<file path="src/rtl/adder_share_arbiter.sv">
// Round-robin sequencer that shares one load-then-add accumulator among N_REQ requesters.
// Each served request takes three cycles: grant/load a, add b, then a done pulse.
module adder_share_arbiter #(
    parameter int unsigned N_REQ = 4,
    parameter int unsigned W     = 3,
    parameter int unsigned ID_W  = 2
) (
    input  logic              clk,
    input  logic              rst,
    input  logic [N_REQ-1:0]  req,
    input  logic [N_REQ*W-1:0] a_flat,
    input  logic [N_REQ*W-1:0] b_flat,
    output logic [N_REQ-1:0]  gnt,
    output logic              busy,
    output logic              done,
    output logic [ID_W-1:0]   done_id,
    output logic [W:0]        sum
);

    typedef enum logic [1:0] {
        StIdle,
        StAdd,
        StDone
    } state_e;

    state_e            state_q, state_d;
    logic [ID_W-1:0]   ptr_q, ptr_d;
    logic [ID_W-1:0]   win_q, win_d;
    logic [W-1:0]      acc_q, acc_d;
    logic [N_REQ-1:0]  gnt_q, gnt_d;
    logic              done_q, done_d;
    logic [ID_W-1:0]   done_id_q, done_id_d;
    logic [W:0]        sum_q, sum_d;

    logic [W-1:0]      a_arr [N_REQ];
    logic [W-1:0]      b_arr [N_REQ];

    logic [2*N_REQ-1:0] req_dbl;
    logic [N_REQ-1:0]   req_rot;
    logic               found;
    logic [ID_W-1:0]    winner;
    int unsigned        off;
    int unsigned        idx;

    // Unpack the flat operand buses into per-requester words.
    always_comb begin
        for (int i = 0; i < int'(N_REQ); i++) begin
            a_arr[i] = a_flat[i*W +: W];
            b_arr[i] = b_flat[i*W +: W];
        end
    end

    // Rotate req so bit 0 is the requester at ptr, then take the lowest set bit.
    always_comb begin
        req_dbl = {req, req};
        req_rot = N_REQ'(req_dbl >> ptr_q);
        found   = |req_rot;
        off     = 0;
        for (int i = int'(N_REQ) - 1; i >= 0; i--) begin
            if (req_rot[i]) begin
                off = i;
            end
        end
        idx = 32'(ptr_q) + off;
        if (idx >= N_REQ) begin
            idx = idx - N_REQ;
        end
        winner = ID_W'(idx);
    end

    // Next-state logic: hold everything by default, advance one phase per cycle.
    always_comb begin
        state_d   = state_q;
        ptr_d     = ptr_q;
        win_d     = win_q;
        acc_d     = acc_q;
        gnt_d     = gnt_q;
        done_d    = done_q;
        done_id_d = done_id_q;
        sum_d     = sum_q;

        case (state_q)
            StIdle: begin
                if (found) begin
                    win_d   = winner;
                    gnt_d   = N_REQ'(1) << winner;
                    acc_d   = a_arr[winner];
                    state_d = StAdd;
                end
            end
            StAdd: begin
                // Zero-extended add; W+1 bits always holds the result.
                sum_d     = {1'b0, acc_q} + {1'b0, b_arr[win_q]};
                done_d    = 1'b1;
                done_id_d = win_q;
                state_d   = StDone;
            end
            StDone: begin
                done_d  = 1'b0;
                gnt_d   = '0;
                // Served requester drops to lowest priority next round.
                ptr_d   = (win_q == ID_W'(N_REQ - 1)) ? '0 : win_q + 1'b1;
                state_d = StIdle;
            end
            default: begin
                state_d = StIdle;
            end
        endcase
    end

    // State registers; reset discards any in-flight operation.
    always_ff @(posedge clk or posedge rst) begin
        if (rst) begin
            state_q   <= StIdle;
            ptr_q     <= '0;
            win_q     <= '0;
            acc_q     <= '0;
            gnt_q     <= '0;
            done_q    <= 1'b0;
            done_id_q <= '0;
            sum_q     <= '0;
        end else begin
            state_q   <= state_d;
            ptr_q     <= ptr_d;
            win_q     <= win_d;
            acc_q     <= acc_d;
            gnt_q     <= gnt_d;
            done_q    <= done_d;
            done_id_q <= done_id_d;
            sum_q     <= sum_d;
        end
    end

    assign gnt     = gnt_q;
    assign busy    = (state_q != StIdle);
    assign done    = done_q;
    assign done_id = done_id_q;
    assign sum     = sum_q;

endmodule

</file>
<file path="config.mk">
export PLATFORM = sky130hd
export DESIGN_NAME = adder_share_arbiter
export DESIGN_NICKNAME = d
export VERILOG_FILES = /design/src/rtl/adder_share_arbiter.sv
export SDC_FILE = /design/constraint.sdc
export NUM_CORES = 1
export LEC_CHECK = 0
export ABC_AREA = 0
export BUFFER_PORTS_ARGS = -buffer_cell sky130_fd_sc_hd__buf_2
export CAP_MARGIN = 5
export CORE_MARGIN = 8
export CORE_UTILIZATION = 51
export DETAILED_ROUTE_END_ITERATION = 7
export GPL_ROUTABILITY_DRIVEN = 0
export PLACE_DENSITY = 0.91
export SLEW_MARGIN = 20
export SYNTH_ARGS = -nofsm -noshare
export SYNTH_HDL_FRONTEND = slang
export SYNTH_SLANG_ARGS = --single-unit
</file>
<file path="constraint.sdc">
create_clock -name clk -period 3.13 [get_ports clk]
set_input_delay 0.313 -clock clk [delete_from_list [all_inputs] [get_ports clk]]
set_output_delay 0.313 -clock clk [all_outputs]
set_load 0.05 [all_outputs]
</file>
# Word-level counts from Yosys, hierarchy flattened
# Cells that the tools add are included.
# word_totals
elab_cells	47
rom_bits	0
mem_bits_rw	0
n_memories	0
out_inout_bits	12
ff_bits	20
inputBits	30
latch_bits	0
# classes
bitwise_logic	2
n_lt_le_gt_ge	3
n_mul	0
add_sub_neg	4
div	0
n_reduce_logical	7
n_mux	17
eq_ne	4
n_shift	2
# ops
op	count
32-bit two-way mux	3
2-bit by 32-bit adder with 32-bit output	1
32-bit by 3-bit greater-or-equal comparator with 1-bit output, second input constant	1
3-bit binary-select mux with 2-bit select	2
3-bit two-way mux	4
2-bit two-way mux	4
4-bit case mux with 2 select lines	1
8-bit by 2-bit >> shifter with 4-bit output	1
3-bit greater-or-equal comparator, second input constant	2
2-bit inverter with 3-bit output	2
2-bit nonzero test	3
3-bit by 3-bit adder with 4-bit output	1
2-bit == test, second input constant	2
4-bit two-way mux	1
2-bit case mux with 2 select lines	1
2-bit AND reduction	2
4-bit OR reduction	1
1-bit by 2-bit left shift with 4-bit output, first input constant	1
2-bit by 1-bit adder with 2-bit output, second input constant	1
2-bit by 1-bit == test with 1-bit output, second input constant	1
2-bit zero test	1
2-bit inequality test, second input constant	1
1-bit case mux with 2 select lines	1
2-bit by 1-bit subtractor with 2-bit output, second input constant	1

# Depth between registers and ports, before layout
# Gate-level depths: netlist of the first run.
# logic_depth
depth_word	12
mapped_depth	11
depth_no_buf	9

# Worst setup path before layout of the first run
# No wires, ideal clock.
# synth_path
path_kind	reg-to-reg
start	register ptr_q[0]
end	register acc_q[1]
required_ps	3002
setup_time_ps	128
slack_ps	845
period_less_slack_ps	2285
t_arrival_ps	2157
path_buffers	2
stages_incl_launch_ff	10
cell_sequence	dfrtp_1 buf_2 or4_1 o2111ai_1 ha_1 clkbuf_1 mux2i_1 nor3_1 mux2i_1 nand3_1
# synth_via
elab_chain_cells	12
elab_cells_between_ends	15
classes_between	2 x add/sub; 1 x order compare; 1 x shift; 8 x mux; 1 x bitwise; 2 x reduce/logical
# synth_rtl
element	line	text
start: declaration	27	logic [ID_W-1:0] ptr_q, ptr_d;
start signal: assignment	124	ptr_q <= ptr_d;
8-bit by 2-bit >> shifter with 4-bit output	56	req_rot = N_REQ'(req_dbl >> ptr_q);
2-bit two-way mux	60	if (req_rot[i]) begin
32-bit two-way mux (3 in series)	60	
2-bit by 32-bit adder with 32-bit output	64	idx = 32'(ptr_q) + off;
32-bit by 3-bit greater-or-equal comparator with 1-bit output / 2-bit by 1-bit subtractor with 2-bit output (equally long branches)	65, 66	
2-bit two-way mux	65	if (idx >= N_REQ) begin
2-bit inverter with 3-bit output (not written as such)	87	acc_d = a_arr[winner];
3-bit binary-select mux with 2-bit select	87	
3-bit two-way mux (not written as such) (2 in series)	87	
end signal: assignment	117	acc_q <= '0;
end signal: assignment	126	acc_q <= acc_d;
end: declaration	29	logic [W-1:0] acc_q, acc_d;
# Parallel ways exist; a longest one is shown, timed or not. The select of a mux whose other input is x is not followed.
# A chain may end at the register's enable or synchronous reset.

# Worst setup path in the final report of the first run
# layout_path
start	register ptr_q[0]
end	register gnt_q[0], in the netlist gnt[0]
# layout_via
elab_chain_cells	11
elab_cells_between_ends	15
classes_between	2 x add/sub; 1 x order compare; 1 x eq/ne; 2 x shift; 7 x mux; 2 x reduce/logical
# layout_rtl
element	line	text
8-bit by 2-bit >> shifter with 4-bit output	56	
2-bit two-way mux	60	
32-bit two-way mux (3 in series)	60	
2-bit by 32-bit adder with 32-bit output	64	
32-bit by 3-bit greater-or-equal comparator with 1-bit output / 2-bit by 1-bit subtractor with 2-bit output (equally long branches)	65, 66	
2-bit two-way mux	65	
1-bit by 2-bit left shift with 4-bit output	86	gnt_d = N_REQ'(1) << winner;
4-bit two-way mux	84	if (found) begin
4-bit case mux with 2 select lines	82	case (state_q)
end signal: assignment	127	gnt_q <= gnt_d;
end: declaration	30	logic [N_REQ-1:0] gnt_q, gnt_d;
# Parallel ways exist; a longest one is shown, timed or not. The select of a mux whose other input is x is not followed.

==> impl_metrics.py, run 1 <==
metrics = {
    "clock_tree": {
        "cts_tree": "done",
        "insertion_delay_ns": 0.31,
        "cts_setup_buffers": 0,
        "cts.clk_slew.worst_paths_ns": 0.12,
        "clock_path_buffers": 2,
        "numCtsBuffers": 3,
        "clkSinkCount": 20,
        "root_buffer": "clkbuf_4",
        "post_cts_resized": 0,
        "htreeDepth": 1,
        "cts_hold_buf": 0,
    },
    "global_routing": {
        "grt_overflow": 0,
        "grt_antenna_before_repair": 0,
        "grt_max_degree": 21,
        "grt_pass1_vias": 1156,
        "grt_use_total_pct": 14.0,
        "grt_pass1_wl_mm": 5.16,
    },
    "yosys": {
        "yosys_register_bits": 20,
        "synthArstFlopShare_pct": 100,
        "synthesis.nets": 185,
        "synth-main-ff-cell": "dfrtp_1",
        "synth_top_area_share_pct": 35.2,
        "yosys_warnings": 0,
        "synthTopCellsByArea": "dfrtp_1 35%, ha_1 9.7%, mux2i_1 9.2%",
        "ys_seq_area_share_pct": 35.2,
        "syn-mean-instance-area_um2": 9.94,
        "syn_area_um2": 1420,
        "yosys.area.top_type": "dfrtp_1",
        "yosysUniqueCellTypes": 32,
        "synth_edf_count": 0,
        "syn_inst": 143,
    },
    "drt": {
        "route.vias.total": 1141,
        "ant_nets": 0,
        "routed_wirelength_mm": 3.16,
        "viasPerCell": 5.41,
        "wl_per_cell_um": 15.0,
        "drtPass1Iterations": 4,
        "drtIter0Drc": 38,
        "drc_errors": 0,
    },
    "finish": {
        "fill_cells": 229,
        "drive_gt1_share_pct": 31.7,
        "nets": 223,
        "final_cell_area_um2": 1670,
        "areaGrowthSynthToFinish_pct": 17.3,
        "insertedDiodeCount": 0,
    },
    "setup_path": {
        "cp.required_ns": 3.34,
        "max_stage_delay_ns": 0.57,
        "path_cells": "or4_1 > o2111ai_1 > ha_1 > xor2_1 > xnor2_1 > a22o_1",
        "crit_path_top_delay_cell": "or4_1",
        "end_kind": "flop",
        "critical_path_arrival_ns": 2.61,
        "crit_type": "reg -> reg",
        "path_max_fanout": 13,
        "reg2reg_depth": 6,
        "start_kind": "flop",
    },
    "place": {
        "port_buffers": 41,
        "dpl.hpwl_mm": 2.52,
        "dpl-instance-area_um2": 1610,
    },
    "floorplanning": {
        "fp.dieW_um": 68.8,
        "die-area_um2": 4730,
        "pin_count": 42,
        "rows": 19,
        "core_area_um2": 2710,
        "start_util_pct": 52.4,
        "die_y_um": 68.8,
    },
    "power": {
        "power.density_nw_per_um2": 1180,
        "vdd_drop_max_uv": 868,
        "leakagePower_nw": 0.801,
    },
    "sta": {
        "final-max-slew-violation-count": 0,
        "period_needed_ns": 2.40,
        "rsz0062_at_grt": "no",
        "hold_viol": 0,
        "final.setup.tns_ns": 0,
        "setup_viol": 0,
        "worstMarginPinSlew_ns": 0.759,
        "finalCritPeriodShare_pct": 76.7,
        "fmax_mhz": 417,
        "finalClockSkew_ns": 0.00701,
        "relSlewSlack_pct": 49.4,
    },
    "outcome": {
        "status": "complete, no violations",
    },
    "worst_hold_path": {
        "hold_class": "in -> async",
    },
    "run": {
        "maxCapViolations": 0,
    },
}
Yosys cell counts (all sizes together), types with 4 or more instances:
cell   count
dfrtp     20
a21oi      6
o21ai      7
nor3      14
nand2     12
buf        6
inv        8
ha        11
xnor2      4
nor2      11
mux2i     13
mux2       7
per-layer routing:
metal | track usage, % | part of all wire, % | vias up
li1 | - | - | 588
met1 | 17.6 | 44 | 508
met2 | 23.8 | 46 | 40
met3 | 2.75 | 9.1 | 5
met4 | 4.26 | 1.0 | 0
met5 | 0 | 0 | -
critical path: cells and delay by family, from the launching register on:
kind            cells  cell delay (ns)
compound gates      2             0.34
fa+ha+maj           1             0.24
xor+xnor            2             0.61
simple gates        1             0.57
flops               1             0.53
stage by stage:
| stage | cells | hold WS (ns) | setup slack, ns | util [%] | power (mW) |
|---|---|---|---|---|---|
| finish | 211 | 0.114 | 0.729 | 61.5 | 1.97 |
| global route | 211 | 0.189 | 0.487 | 61.5 | 2.13 |
| CTS | 211 | 0.156 | 0.744 | 61.5 | 1.98 |
| detailed placement | 207 | 0.476 | 0.759 | 59.6 | 1.76 |
| global placement | 207 | 0.466 | 0.811 | 59.6 | 1.71 |
| floorplan | 143 | 0.277 | 0.845 | - | 1.51 |
sequential cells by signal, summed over array words and instances (netlist names):
signal and flops:
state_q 2, ptr_q 2, gnt 4, done_id 2, win_q 2, done 1, sum 4, acc_q 3
cells by family after synthesis:
kind of cell | count (synthesis) | share of synthesized area (%)
AND/OR/NAND/NOR | 48 | 16.5
buffers and inverters | 16 | 5.72
XOR/XNOR | 5 | 3.08
flip-flops | 20 | 35.2
multiplexers | 23 | 19.5
adder cells (fa/ha/maj) | 12 | 11.1
AO/OA/AOI/OAI | 19 | 8.89
final cells by class:
type	count	area, µm²	share of cell area [%]
Clock buffer	3	22.5	1.35
Clock inverter	1	30.0	1.80
Inverter	8	30.0	1.80
Multi-Input combinational cell	107	840	50.4
Sequential cell	20	500	30.0
Tap cell	31	38.8	2.33
Timing Repair Buffer	41	205	12.3
cell usage in the layout (no fill, tap or decap), drive strengths merged:
master / netlist / routed
nand3: 3 / 3
nor2: 11 / 11
clkbuf: 2 / 3
and3b: 1 / 1
xnor2: 4 / 4
mux2: 7 / 7
xor2: 1 / 1
nand4b: 1 / 1
o22ai: 1 / 1
inv: 8 / 8
bufinv: 0 / 1
nand2: 12 / 12
nor4: 3 / 3
dfrtp: 20 / 20
mux2i: 13 / 13
buf: 6 / 41
nor3b: 1 / 1
nor3: 14 / 14
ha: 11 / 11
a22o: 2 / 2
o2111ai: 1 / 1
fa: 1 / 1
o211ai: 1 / 1
or4: 1 / 1
a21o: 1 / 1
a21oi: 6 / 6
o21ai: 7 / 7
mux4: 3 / 3
nand2b: 1 / 1
worst paths after layout:
check	slack (ns)	startpoint	end
hold / removal	0.11	rst	sum[3]
hold reg to reg	0.50	gnt[3]	gnt[3]
max in group asynchronous	2.54	rst	acc_q[2]
setup reg to reg	0.73	ptr_q[0]	gnt[0]
min in group clk	0.47	req[3]	state_q[0]
setup / recovery	0.73	ptr_q[0]	gnt[0]
where the power goes:
group          leakage [nW]  switching, mW  total [mW]  internal, mW
clock                0.0279         0.0854       0.215         0.129
sequential            0.243          0.125       0.506         0.381
combinational         0.531          0.756        1.25         0.491
total                 0.801          0.966        1.97          1.00
Power figures use the tool's default switching activity.
==> inputs of run 2 (changes only) <==
==> constraint.sdc (replaced) <==
create_clock -name clk -period 2.4 [get_ports clk]
set_input_delay 0.24 -clock clk [delete_from_list [all_inputs] [get_ports clk]]
set_output_delay 0.24 -clock clk [all_outputs]
set_load 0.05 [all_outputs]
==> impl_metrics.py, run 2 (synthesis results as in run 1) <==
metrics = {
    "worst_hold_path": {
        "hold_class": "in -> async",
    },
    "setup_path": {
        "max_stage_delay_ns": 0.53,
        "end_kind": "flop",
        "start_kind": "flop",
        "path_buf_inv": 1,
        "r2r_end": "acc_q[2]",
        "reg2reg_depth": 8,
        "critPathCapture": "acc_q[2]",
        "path_max_fanout": 10,
        "crit_type": "reg -> reg",
        "worstSetupStartpoint": "ptr_q[0]",
        "cp.required_ns": 2.60,
        "crit_family": "simple AND/OR/NAND/NOR gates",
        "reg2reg_slack_ns": 0.18,
        "cp.depth": 8,
        "r2r_start": "ptr_q[0]",
        "critical_path_arrival_ns": 2.42,
        "crit_path_top_delay_cell": "or4_1",
        "path_cells": "or4_1 > o2111ai_1 > ha_2 > xor2_1 > buf_4 > nor3_1 > mux2i_1 > nand3_1",
    },
    "global_routing": {
        "gr-usage-met1_pct": 18.1,
        "grt_pass1_vias": 1207,
        "grt_antenna_before_repair": 1,
        "grt_pass1_wl_mm": 5.40,
        "top_usage_layer": "met2",
        "grt_overflow": 0,
        "groute.layer.met2.usage_pct": 24.9,
        "met3_usage_pct": 2.58,
        "grt_use_total_pct": 14.7,
        "grt_max_degree": 21,
    },
    "power": {
        "leakagePower_nw": 0.822,
        "power.total_mw": 2.67,
        "power.density_nw_per_um2": 1560,
        "vdd_drop_max_uv": 1100,
    },
    "clock_tree": {
        "clkSinkCount": 20,
        "clock_path_buffers": 2,
        "cts_tree": "done",
        "root_buffer": "clkbuf_4",
        "cts_hold_buf": 0,
        "htreeDepth": 1,
        "numCtsBuffers": 3,
        "insertion_delay_ns": 0.30,
        "cts.clk_slew.worst_paths_ns": 0.12,
    },
    "finish": {
        "nets": 228,
        "areaGrowthSynthToFinish_pct": 20.3,
        "fin_cells": 217,
        "final_cell_mix": "41 x buf_2, 19 x dfrtp_1, 14 x nor3_1",
        "fill_cells": 219,
        "final_common_cell": "buf_2",
        "drive_gt1_share_pct": 34.6,
    },
    "floorplanning": {
        "pin_count": 42,
        "die-area_um2": 4730,
        "core_area_um2": 2710,
        "fp.dieW_um": 68.8,
        "start_util_pct": 52.4,
        "die_y_um": 68.8,
        "rows": 19,
    },
    "drt": {
        "drtIter0Drc": 19,
        "ant_nets": 0,
        "drc_errors": 0,
        "routed_wirelength_mm": 3.27,
        "route.vias.total": 1193,
        "drtPass1Iterations": 4,
        "wl_per_cell_um": 15.1,
        "viasPerCell": 5.50,
    },
    "place": {
        "port_buffers": 41,
        "dpl.hpwl_mm": 2.57,
        "dp_cells": 209,
        "place_ws_ns": 0.109,
    },
    "outcome": {
        "status": "complete, no violations",
    },
    "sta": {
        "fmax_mhz": 451,
        "finalClockSkew_ns": 0.00372,
        "relSlewSlack_pct": 50.1,
        "setup_viol": 0,
        "final.setup.tns_ns": 0,
        "worstMarginPinSlew_ns": 0.748,
        "period_needed_ns": 2.22,
        "final-max-slew-violation-count": 0,
        "worst_slack_ns": 0.182,
        "finalCritPeriodShare_pct": 92.4,
        "hold_viol": 0,
    },
    "run": {
        "maxCapViolations": 0,
    },
}
## run 2: cell count changes in the layout (fill, tap and decap cells not counted), sizes merged
cell	previous run	this run
buf	41	46
diode	0	1
## run 2: worst min path at each step
stage	from	end	depth (start not counted)
2_1_floorplan	rst	acc_q[0]	1
5_1_grt	rst	done_id[1]	2
3_5_place_dp	rst	done_id[0]	2
6_report	rst	sum[1]	2
3_3_place_gp	rst	done_id[0]	2
4_1_cts	rst	acc_q[1]	2
## run 2: cell type report
cell class,instances,area [µm²],share of cell area [%]
Inverter,8,30.0,1.76
Tap cell,31,38.8,2.27
Timing Repair Buffer,46,243,14.2
Multi-Input combinational cell,107,842,49.2
Sequential cell,20,502,29.3
Clock inverter,1,30.0,1.76
Antenna cell,1,2.50,0.146
Clock buffer,3,22.5,1.32
## run 2: where the power goes
group	switching [mW]	internal (mW)
Sequential	0.151	0.500
Combinational	1.02	0.720
Clock	0.107	0.169
Total	1.28	1.39
## run 2: what timing repair did
| action | in CTS | in global routing |
|---|---|---|
| gates resized for setup | 0 | 2 |
| buffers inserted | 0 | 3 |
| setup endpoints to repair | 0 | 3 |
## run 2: metrics by stage
stage / hold WS (ns) / utilization [%] / instance area [µm²]
CTS: 0.0748 / 62.0 / 1680
global placement: 0.412 / 60.1 / 1630
finish: 0.0456 / 63.1 / 1710
floorplan: 0.204 / - / 1420
global route: 0.102 / 63.1 / 1710
detailed placement: 0.416 / 60.1 / 1630
## run 2: per-layer routing
metal / vias up / share of wire (%) / wire [µm]
met3: 6 / 8.3 / 273
met1: 556 / 41 / 1340
met4: 0 / 1.2 / 40
met2: 40 / 50 / 1620
met5: - / 0 / 0
li1: 591 / - / -
